### config.mk
export PLATFORM = sky130hd
export DESIGN_NAME = button_parser
export DESIGN_NICKNAME = d
export VERILOG_FILES = /design/src/rtl/button_parser_pkg.sv /design/src/rtl/button_parser_debouncer.sv /design/src/rtl/button_parser.sv
export SDC_FILE = /design/constraint.sdc
export NUM_CORES = 1
export LEC_CHECK = 0
export BUFFER_PORTS_ARGS = -buffer_cell sky130_fd_sc_hd__buf_4
export CORE_MARGIN = 3
export CORE_UTILIZATION = 50
export DETAILED_ROUTE_END_ITERATION = 16
export GPL_TIMING_DRIVEN = 0
export PLACE_DENSITY_LB_ADDON = 0.25
export SLEW_MARGIN = 10
export SYNTH_ARGS = -nofsm -noshare
export SYNTH_HDL_FRONTEND = slang
export SYNTH_SLANG_ARGS = --single-unit
### constraint.sdc
create_clock -name clk -period 2.45 [get_ports clk]
set_input_delay 0.6125 -clock clk [delete_from_list [all_inputs] [get_ports clk]]
set_output_delay 0.6125 -clock clk [all_outputs]
set_load 0.05 [all_outputs]
### src/rtl/button_parser_pkg.sv
// Shared helpers for the button conditioning path.
package button_parser_pkg;

   // Saturating increment: returns cur+1, never exceeding lim.
   function automatic int unsigned sat_inc(input int unsigned cur, input int unsigned lim);
      int unsigned res;
      if (cur >= lim) begin
         res = lim;
      end else begin
         res = cur + 32'd1;
      end
      return res;
   endfunction

endpackage

### src/rtl/button_parser_debouncer.sv
// Sampled saturating-counter debouncer: one shared sample tick, one counter per channel.
// A channel is accepted once it has stayed high for PULSE_CNT_MAX consecutive ticks;
// any low cycle clears its counter at once, without waiting for a tick.
module debouncer
   import button_parser_pkg::*;
#(
   parameter int unsigned WIDTH          = 32'd4,
   parameter int unsigned SAMPLE_CNT_MAX = 32'd62500,
   parameter int unsigned PULSE_CNT_MAX  = 32'd200
) (
   input  logic             clk,
   input  logic             rst,
   input  logic [WIDTH-1:0] level,
   output logic [WIDTH-1:0] debounced
);

   localparam int unsigned SW = $clog2(SAMPLE_CNT_MAX);
   localparam int unsigned PW = $clog2(PULSE_CNT_MAX + 32'd1);

   localparam logic [SW-1:0] SAMPLE_LAST = SW'(SAMPLE_CNT_MAX - 32'd1);
   localparam logic [SW-1:0] SAMPLE_ONE  = SW'(1'b1);
   localparam logic [PW-1:0] PULSE_FULL  = PW'(PULSE_CNT_MAX);

   logic [SW-1:0] sample_cnt_r;
   logic          sample_tick_s;
   logic [PW-1:0] sat_cnt_r  [WIDTH];
   logic [PW-1:0] sat_next_s [WIDTH];

   // Tick fires in the last cycle of each sample period.
   always_comb begin
      sample_tick_s = (sample_cnt_r == SAMPLE_LAST);
   end

   // Free-running sample period counter, wraps to 0 after SAMPLE_CNT_MAX-1.
   always_ff @(posedge clk) begin
      if (rst) begin
         sample_cnt_r <= '0;
      end else if (sample_tick_s) begin
         sample_cnt_r <= '0;
      end else begin
         sample_cnt_r <= sample_cnt_r + SAMPLE_ONE;
      end
   end

   // Next value per channel: clear on low, saturating step on tick while high.
   always_comb begin
      for (int unsigned i = 32'd0; i < WIDTH; i++) begin
         sat_next_s[i] = sat_cnt_r[i];
         if (!level[i]) begin
            sat_next_s[i] = '0;
         end else if (sample_tick_s) begin
            sat_next_s[i] = PW'(sat_inc(32'(sat_cnt_r[i]), PULSE_CNT_MAX));
         end else begin
            sat_next_s[i] = sat_cnt_r[i];
         end
      end
   end

   // Per-channel saturating counter registers.
   always_ff @(posedge clk) begin
      if (rst) begin
         for (int unsigned i = 32'd0; i < WIDTH; i++) begin
            sat_cnt_r[i] <= '0;
         end
      end else begin
         for (int unsigned i = 32'd0; i < WIDTH; i++) begin
            sat_cnt_r[i] <= sat_next_s[i];
         end
      end
   end

   // A channel reads as pressed only while its counter sits at saturation.
   always_comb begin
      for (int unsigned i = 32'd0; i < WIDTH; i++) begin
         debounced[i] = (sat_cnt_r[i] == PULSE_FULL);
      end
   end

endmodule

### src/rtl/button_parser.sv
// Turns raw asynchronous push-button levels into debounced levels and
// single-cycle press pulses (synchronizer -> debouncer -> rising-edge detect).
module button_parser
   import button_parser_pkg::*;
#(
   parameter int unsigned WIDTH          = 32'd4,
   parameter int unsigned SAMPLE_CNT_MAX = 32'd62500,
   parameter int unsigned PULSE_CNT_MAX  = 32'd200
) (
   input  logic             clk,
   input  logic             rst,
   input  logic [WIDTH-1:0] buttons_in,
   output logic [WIDTH-1:0] buttons_debounced,
   output logic [WIDTH-1:0] buttons_pulse
);

   localparam int SYNC_STAGES = 32'sd2;

   logic [WIDTH-1:0] sync_r [SYNC_STAGES];
   logic [WIDTH-1:0] prev_r;

   // Synchronizer chain; only the last stage is used downstream.
   always_ff @(posedge clk) begin
      if (rst) begin
         for (int k = 32'sd0; k < SYNC_STAGES; k++) begin
            sync_r[k] <= '0;
         end
      end else begin
         sync_r[0] <= buttons_in;
         for (int k = 32'sd1; k < SYNC_STAGES; k++) begin
            sync_r[k] <= sync_r[k-1];
         end
      end
   end

   debouncer #(
      .WIDTH          (WIDTH),
      .SAMPLE_CNT_MAX (SAMPLE_CNT_MAX),
      .PULSE_CNT_MAX  (PULSE_CNT_MAX)
   ) u_debouncer (
      .clk       (clk),
      .rst       (rst),
      .level     (sync_r[SYNC_STAGES-1]),
      .debounced (buttons_debounced)
   );

   // Remember last debounced level for rising-edge detection.
   always_ff @(posedge clk) begin
      if (rst) begin
         prev_r <= '0;
      end else begin
         prev_r <= buttons_debounced;
      end
   end

   // Pulse only on a 0->1 debounced transition; release produces nothing.
   always_comb begin
      buttons_pulse = buttons_debounced & ~prev_r;
   end

endmodule

# Word-level counts from Yosys, hierarchy flattened
# Memories as Yosys holds them, arrays and structs flattened.
# Index checks and enable logic that the tools add are counted.
# op_classes
n_addsub	5
magnitude_cmp	4
eq_ne	5
mux	21
bitwise_logic	8
reduce_logical	1
# op_table
op	n
$mux 8	16
$add 8x1->8 const B	4
$eq 8x8->1 const B	4
$ge 8x8->1 const B	4
$add 16x1->16 const B	1
$eq 16x16->1 const B	1
$mux 4	2
$or 1x1->1	6
$and 4x4->4	1
$not 4->4	1
$mux 1	3
$reduce_or 2->1	1
# totals
reg_bits	20
mem_bits_rw	40
inputBits	6
n_memories	2
# mem_list
memory	depth	word_bits	read_ports	rd_clocked_by_memory_dff	wr	line	text
u_debouncer.sat_cnt_r	4	8	4	0	4	button_parser_debouncer.sv:26	logic [PW-1:0] sat_cnt_r [WIDTH];
sync_r	2	4	2	0	2	button_parser.sv:19	logic [WIDTH-1:0] sync_r [SYNC_STAGES];

# Depth between registers and ports, before layout
# Gate-level depths: netlist of run 1.
# An unclocked memory read counts as a cell.
# depth
ltp_word	6
mapped_depth	7
depth_no_buf	5

# Cells and area by module
# A second synthesis of run 1 with hierarchy kept.
# unflattened
cells_unflattened	335
hier_area_um2	2891.5
# modules_own_cells
module	instances	cells_each	area_each_um2	seq_area_each_um2
debouncer	1	306	2499.9	960.9
button_parser	1	29	391.6	240.2

# Least setup slack after synthesis of run 1
# OpenSTA, ideal clock, no wires.
# synth_path
path_type	reg-to-output
from	mem u_debouncer.sat_cnt_r[0][11] (netlist name)
to	out buttons_pulse[1]
t_arrival_ps	1695
required_time_ps	1837
path_slack_ps	143
path_stages_with_launch	4
cell_sequence	dfxtp_1 inv_1 or4_1 nor2_1
# synth_rtl
item	line	text
start: declaration	button_parser_debouncer.sv:26	
end: declaration	button_parser.sv:14	output logic [WIDTH-1:0] buttons_pulse

==> results of run 1 <==
[critical path, delay by kind of cell, from the launching register on]
kind                     cells  cell delay, ps
adder cells (fa/ha/maj)      1             170
buffers and inverters        2             240
flip-flops                   1             340
AND/OR/NAND/NOR              3             640
[placed cells by master, fill, tap and decap left out, types with 5 or more instances in the layout]
master,n
sky130_fd_sc_hd__o21ai_0,5
sky130_fd_sc_hd__nor2_1,31
sky130_fd_sc_hd__nand3_1,21
sky130_fd_sc_hd__nor2b_1,11
sky130_fd_sc_hd__nand2b_1,5
sky130_fd_sc_hd__clkbuf_8,12
sky130_fd_sc_hd__xnor2_1,11
sky130_fd_sc_hd__dfxtp_1,57
sky130_fd_sc_hd__a21oi_1,22
sky130_fd_sc_hd__and3_1,9
sky130_fd_sc_hd__a31oi_1,6
sky130_fd_sc_hd__nor4_1,6
sky130_fd_sc_hd__buf_6,5
sky130_fd_sc_hd__clkbuf_1,11
sky130_fd_sc_hd__nand2_1,28
sky130_fd_sc_hd__buf_4,9
sky130_fd_sc_hd__nand4_1,7
sky130_fd_sc_hd__inv_1,20
sky130_fd_sc_hd__ha_1,9
sky130_fd_sc_hd__nor3_1,9
[per-layer routing]
metal | track usage (%) | routed length [um] | up-vias
met5 | 0 | 0 | -
met4 | 7.14 | 126 | 0
met3 | 6.91 | 230 | 16
met2 | 33.4 | 2840 | 43
met1 | 24.1 | 2880 | 1172
li1 | - | - | 1263
[state kept, by name (all words and copies together) (netlist names)]
name	count
prev_r	4
u_debouncer.sat_cnt_r	32
u_debouncer.sample_cnt_r	16
sync_r	8
[path summary, 6_finish.rpt]
kind              cells after the start                                        to                                     start
setup / recovery                      6                          buttons_pulse[1]  u_debouncer.sat_cnt_r[0][8]$_SDFFE_PP0N_
hold reg to reg                       1                   sync_r[0][4]$_SDFF_PP0_                   sync_r[0][0]$_SDFF_PP0_
hold / removal                        1                   sync_r[0][4]$_SDFF_PP0_                   sync_r[0][0]$_SDFF_PP0_
setup reg to reg                      5  u_debouncer.sat_cnt_r[0][5]$_SDFFE_PP0N_    u_debouncer.sample_cnt_r[0]$_SDFF_PP0_
[where the power goes]
| part | internal, mW | leakage [nW] | switching, mW |
|---|---|---|---|
| Clock | 0.657 | 0.116 | 0.395 |
| Combinational | 0.0186 | 0.568 | 0.0267 |
| Sequential | 0.985 | 0.487 | 0.00369 |
[cell families after synthesis]
kind of cell | Yosys count
XOR/XNOR | 14
AND/OR/NAND/NOR | 160
adder cells (fa/ha/maj) | 9
buffers and inverters | 33
flip-flops | 60
AO/OA/AOI/OAI | 61
[metrics by stage]
step | cell area (sq um) | hold WS (ps)
2_1_floorplan | 2890 | 414
3_3_place_gp | 3080 | 424
3_5_place_dp | 3080 | 423
4_1_cts | 3310 | 443
5_1_grt | 3350 | 456
6_report | 3350 | 436
[layout make-up]
type	count	area, sq um	area share, %
multi-input cells	244	1580	47.0
flip-flops and latches	60	1200	35.9
clock buffers	13	169	5.04
repair buffers	13	113	3.36
well taps	72	90.1	2.69
inverters	20	75.1	2.24
clock inverters	3	67.6	2.01
plain buffers	13	57.6	1.72
==> metrics.yaml, run 1 <==
clock_tree:
  htree_levels: 3
  cts_sinks: 60
  root_buffer: "sky130_fd_sc_hd__clkbuf_8"
  tritoncts: "built"
  cts_buffer_depth: 2
  clock_latency_ps: 350
  cts_made_buffers: 9
  post_cts.repair.setup_buffers: 0
  cts.hold.buffers_added: 0
  post_cts.resized_instances: 0
  clkTransAtPathRegs_ps: 70
drt:
  via_count: 2494
  drc_errors: 0
  detail_route.wl_per_cell_um: 13.9
  antenna_left: 0
  drt-vias-per-instance: 5.69
  final_wirelength_mm: 6.07
  drt_pass1_iterations: 4
  drtIter0Drc: 90
logic_synthesis:
  syn-mean-instance-area_sq_um: 8.57
  synth_area_in_compound_gates_pct: 14.9
  post_synth_xor_area_fraction_pct: 4.24
  synth_simple_gate_area_share_pct: 30.8
  synth_top_flop_cell: "sky130_fd_sc_hd__dfxtp_1"
  netlist_area_sq_um: 2890
  main_combinational_cell_family_by_area_after_synthesis: "simple AND/OR/NAND/NOR gates"
  synth-seq-cells: 60
  yosys.area.top_type_share_pct: 41.6
  yosys.area_share.adder_pct: 3.90
  synth.most_common_cell: "sky130_fd_sc_hd__dfxtp_1"
  async_flop_share_pct: 0
  synth.cells.most_frequent: "sky130_fd_sc_hd__dfxtp_1 (60), sky130_fd_sc_hd__nor2_1 (34), sky130_fd_sc_hd__nand2_1 (28), sky130_fd_sc_hd__a21oi_1 (22), sky130_fd_sc_hd__nand3_1 (21)"
  syn_nets: 352
  synth_cell_types: 49
  yosys-mux-area-fraction_pct: 0
  ys_seq_area_share_pct: 41.6
  synth_area_leaders: "sky130_fd_sc_hd__dfxtp_1 (42%), sky130_fd_sc_hd__nor2_1 (4.4%), sky130_fd_sc_hd__ha_1 (3.9%), sky130_fd_sc_hd__a21oi_1 (3.8%), sky130_fd_sc_hd__nand2_1 (3.6%)"
  syn-instance-count: 337
  synth_area_leader_cell: "sky130_fd_sc_hd__dfxtp_1"
  warning_count_from_the_yosys_run: 0
  synth-edff-count: 0
critical_path:
  cell_with_the_largest_stage_delay_on_the_worst_path: "sky130_fd_sc_hd__or4_1"
  cp.required_ps: 1840
  crit_arrival_ps: 1740
  timing.critical_path.to_type: "output pin"
  crit_chain: "inv_1 > ha_1 > nand2_1 > or4_1 > nor2_2 > buf_6"
  longest_individual_stage_delay_on_the_worst_path_ps: 470
  crit_path_start_kind: "flip-flop"
  timing.critical_path.fanout_max: 4
  ff2ff_setup_slack_ps: 130
  path_class: "flip-flop to output pin"
job:
  maxCapViolations: 0
power:
  leakage_nw: 1.17
  powerDensity_nw_per_um2: 622
  ir_drop_v: 0.000349
  p_total_mw: 2.09
sta:
  clock.fmax_ghz: 0.426
  finalWorstSetupSlack_ps: 102
  report.final.setup_viol: 0
  rsz0062_at_grt: "false"
  setup-tns-final_ps: 0
  finClkSkew_ps: 8.38
  max-slew-margin-rel_pct: 39.5
  maxSlewViolCount: 0
  timing_worst_slew_pin_value_ps: 896
  layout_min_cycle_time_ps: 2350
  post_route_clock_period_utilization_pct: 95.8
  hold_violations: 0
grt:
  grt-ovfl-total: 0
  grt_util_all_layers_pct: 20.1
  via_count_of_the_first_global_routing_pass: 2337
  initial_antenna_violation_count: 0
  grt_max_degree: 11
  grt_first_pass_wirelength_mm: 10.4
floorplanning:
  core_area_sq_um: 5540
  floorplan.initialDensity_pct: 52.1
  die_h_um: 82.0
  io_pins: 14
  design.die.area_sq_um: 6730
  fp-row-count: 27
  die_x_um: 82.0
layout:
  final_cells: 438
  layout.nets: 376
  postLayoutCoreUtil_pct: 60.5
  post_route_cells_drive_above_1_share_pct: 13.9
  synthToLayoutAreaGrowth_pct: 16.1
  count_of_antenna_diodes_in_the_layout: 0
  n_fill_cell: 503
placement:
  dpl.cell_count: 422
  pre_cts_ws_ps: 152
  dp_hpwl_mm: 4.11
  place_congestion: 0.825
  io_buffers: 13
run_status:
  result_of_the_run: "finished clean"
min_path:
  hold_class: "flip-flop to flip-flop"
No activity file was read; power rests on OpenSTA's default activity.
==> run 2, diff against run 1 <==
--- a/config.mk
+++ b/config.mk
@@ -5,10 +5,10 @@
 export SDC_FILE = /design/constraint.sdc
 export NUM_CORES = 1
 export LEC_CHECK = 0
-export BUFFER_PORTS_ARGS = -buffer_cell sky130_fd_sc_hd__buf_4
 export CORE_MARGIN = 3
 export CORE_UTILIZATION = 50
 export DETAILED_ROUTE_END_ITERATION = 16
+export DONT_BUFFER_PORTS = 1
 export GPL_TIMING_DRIVEN = 0
 export PLACE_DENSITY_LB_ADDON = 0.25
 export SLEW_MARGIN = 10
==> constraint.sdc (replaced) <==
create_clock -name clk -period 2.45 [get_ports clk]
set_input_delay 0.245 -clock clk [delete_from_list [all_inputs] [get_ports clk]]
set_output_delay 0.245 -clock clk [all_outputs]
set_load 0.05 [all_outputs]
==> run 2 against run 1 <==
Combinational power down 13%. Non-clock buffer count is 12 lower. First-iteration DRC count is 49% higher. Register-to-register slack improved by 140 ps. Clock skew shrank 0.53 ps. Cell area shrank 3.8%. Power shrank 3.9%. Cell count down 3.0%. Sequential cell count unchanged. Via count shrank 1.2%.
==> metrics.yaml, run 2 (synthesis results as in run 1) <==
critical_path:
  critical_path.reg2reg.startpoint: "u_debouncer.sample_cnt_r[0]$_SDFF_PP0_"
  timing.critical_path.fanout_max: 8  # +4
  path_class: "flip-flop to output pin"
  crit_arrival_ps: 1960  # +220 ps
  cell_with_the_largest_stage_delay_on_the_worst_path: "sky130_fd_sc_hd__or4_1"
  crit_path_start_kind: "flip-flop"
  timing.critical_path.to_type: "output pin"
  timing_startpoint_of_the_critical_path: "u_debouncer.sat_cnt_r[0][11]$_SDFFE_PP0N_"
  crit_chain: "inv_1 > or4_1 > nor2_2"
  cp.required_ps: 2200  # +360 ps
  longest_individual_stage_delay_on_the_worst_path_ps: 590  # +120 ps
layout:
  mostFrequentLayoutCell: "sky130_fd_sc_hd__dfxtp_1"
  final_cells: 425  # -3.0%
  postLayoutCoreUtil_pct: 58.2  # -2.3 points
  regMostFlops: "u_debouncer.sat_cnt_r"
  synthToLayoutAreaGrowth_pct: 11.6
  count_of_antenna_diodes_in_the_layout: 0  # unchanged
  post_route_cells_drive_above_1_share_pct: 9.35  # -4.6 points
  max_ffs_per_register: 32  # unchanged
  layout.nets: 364  # -3.2%
  commonest_cells_after_routing_fill_and_taps_aside: "sky130_fd_sc_hd__dfxtp_1 (60), sky130_fd_sc_hd__nor2_1 (30), sky130_fd_sc_hd__nand2_1 (28), sky130_fd_sc_hd__a21oi_1 (22), sky130_fd_sc_hd__nand3_1 (21)"
  postLayoutCellArea_sq_um: 3220  # -3.8%
  n_fill_cell: 525  # +4.4%
  reg.largest.list: "u_debouncer.sat_cnt_r x32, u_debouncer.sample_cnt_r x16, sync_r x8"
placement:
  io_buffers: 0  # -13
  pre_cts_ws_ps: 127  # -25.5 ps
  dpl.cell_count: 409  # -3.1%
  dp_hpwl_mm: 4.17  # +1.4%
  dpl-instance-area_sq_um: 2980  # -3.2%
  place_congestion: 0.856  # +3.8%
clock_tree:
  cts_sinks: 60  # unchanged
  cts_buffer_depth: 2  # unchanged
  root_buffer: "sky130_fd_sc_hd__clkbuf_8"
  cts_made_buffers: 9  # unchanged
  clkTransAtPathRegs_ps: 70  # about the same
  tritoncts: "built"
  htree_levels: 3  # unchanged
  cts.hold.buffers_added: 0  # unchanged
  clock_latency_ps: 330  # -20 ps
grt:
  grt_first_pass_wirelength_mm: 9.83  # -5.1%
  via_count_of_the_first_global_routing_pass: 2212  # -5.3%
  grt_util_all_layers_pct: 19.1  # -0.98 points
  grt_max_degree: 11  # unchanged
  grt-ovfl-total: 0  # unchanged
  initial_antenna_violation_count: 0  # unchanged
drt:
  drt_pass1_iterations: 4  # unchanged
  drc_errors: 0  # unchanged
  antenna_left: 0  # unchanged
  via_count: 2465  # -1.2%
  final_wirelength_mm: 5.99  # -1.3%
  drt-vias-per-instance: 5.80  # +1.9%
  detail_route.wl_per_cell_um: 14.1  # +1.7%
  drtIter0Drc: 134  # +49%
power:
  p_sw_share_pct: 20.5  # +0.11 points
  seq_power_share_pct: 49.3  # +1.9 points
  internal_power_mw: 1.59  # -4.0%
  p_total_mw: 2.01  # -3.9%
  powerDensity_nw_per_um2: 622  # about the same
  net_switching_mw: 0.411  # -3.3%
  power_frac_clock_pct: 48.7  # -1.7 points
  gate_power_share_pct: 2.0  # -0.2 points
  leakage_nw: 1.09  # -6.6%
  ir_drop_v: 0.000595  # +70%
sta:
  post_route_clock_period_utilization_pct: 89.8  # -6.0 points
  fin_hold_ws_ps: 36.4  # -399 ps
  clock.fmax_ghz: 0.454  # +6.7%
  rsz0062_at_grt: "false"
  max-slew-margin-rel_pct: 34.1  # -5.4 points
  timing_worst_slew_pin_value_ps: 977  # +80.4 ps
  report.final.setup_viol: 0  # unchanged
  setup-tns-final_ps: 0  # unchanged
  finClkSkew_ps: 7.85  # -0.529 ps
  finalWorstSetupSlack_ps: 249  # +147 ps
  hold_violations: 0  # unchanged
  maxSlewViolCount: 0  # unchanged
  layout_min_cycle_time_ps: 2200  # -147 ps
job:
  maxCapViolations: 0  # unchanged
floorplanning:
  design.die.area_sq_um: 6730  # unchanged
  io_pins: 14  # unchanged
  core_area_sq_um: 5540  # unchanged
  fp-row-count: 27  # unchanged
  die_h_um: 82.0  # unchanged
  die_x_um: 82.0  # unchanged
  floorplan.initialDensity_pct: 52.1  # unchanged
run_status:
  result_of_the_run: "finished clean"
min_path:
  hold_class: "input port to flip-flop"
  hold_path.startpoint: "buttons_in[3]"
## run 2: power groups by stage
stage	sequential [mW]	combinational (mW)	clock [mW]
floorplan	1.01	0.0300	0
global placement	1.01	0.0387	0
detailed placement	1.01	0.0388	0
CTS	0.989	0.0392	0.999
global route	0.990	0.0434	1.03
finish	0.989	0.0392	0.977
## run 2: final cells by class
type                       count  area, sq um  share of cell area, %
multi-input combinational    244         1570                   48.5
sequential                    60         1200                   37.3
clock buffer                  11          141                   4.38
tap                           72         90.1                   2.79
inverter                      20         75.1                   2.33
clock inverter                 4         73.8                   2.29
buffer                        13         57.6                   1.79
timing repair buffer           1         20.0                  0.621
## run 2: layer usage
layer  global-route usage, %  vias up  share of wire [%]
li1                        -     1248                  -
met2                    31.5       39                 48
met3                    6.25        6                3.0
met4                    5.98        0                1.1
met1                    23.6     1172                 48
met5                       0        -                  0
## run 2: worst paths after layout
check                           slack (ps)                                        end  cells past startpoint
worst max-delay path                   250                           buttons_pulse[1]                      3
worst min-delay path                    40                    sync_r[0][3]$_SDFF_PP0_                      1
worst max register to register         270  u_debouncer.sat_cnt_r[0][20]$_SDFFE_PP0N_                      6
worst min register to register         440                    sync_r[0][7]$_SDFF_PP0_                      1
## run 2: critical path: cells and delay by family, from the launching register on
kind	cells	cell delay [ps]
simple gates	2	1050
flops	1	460
buf+inv	1	120
## run 2: timing repair
| item | CTS | global route |
|---|---|---|
| gates resized for setup | 0 | 4 |
| setup buffers | 0 | 1 |
| setup endpoints to repair | 0 | 6 |
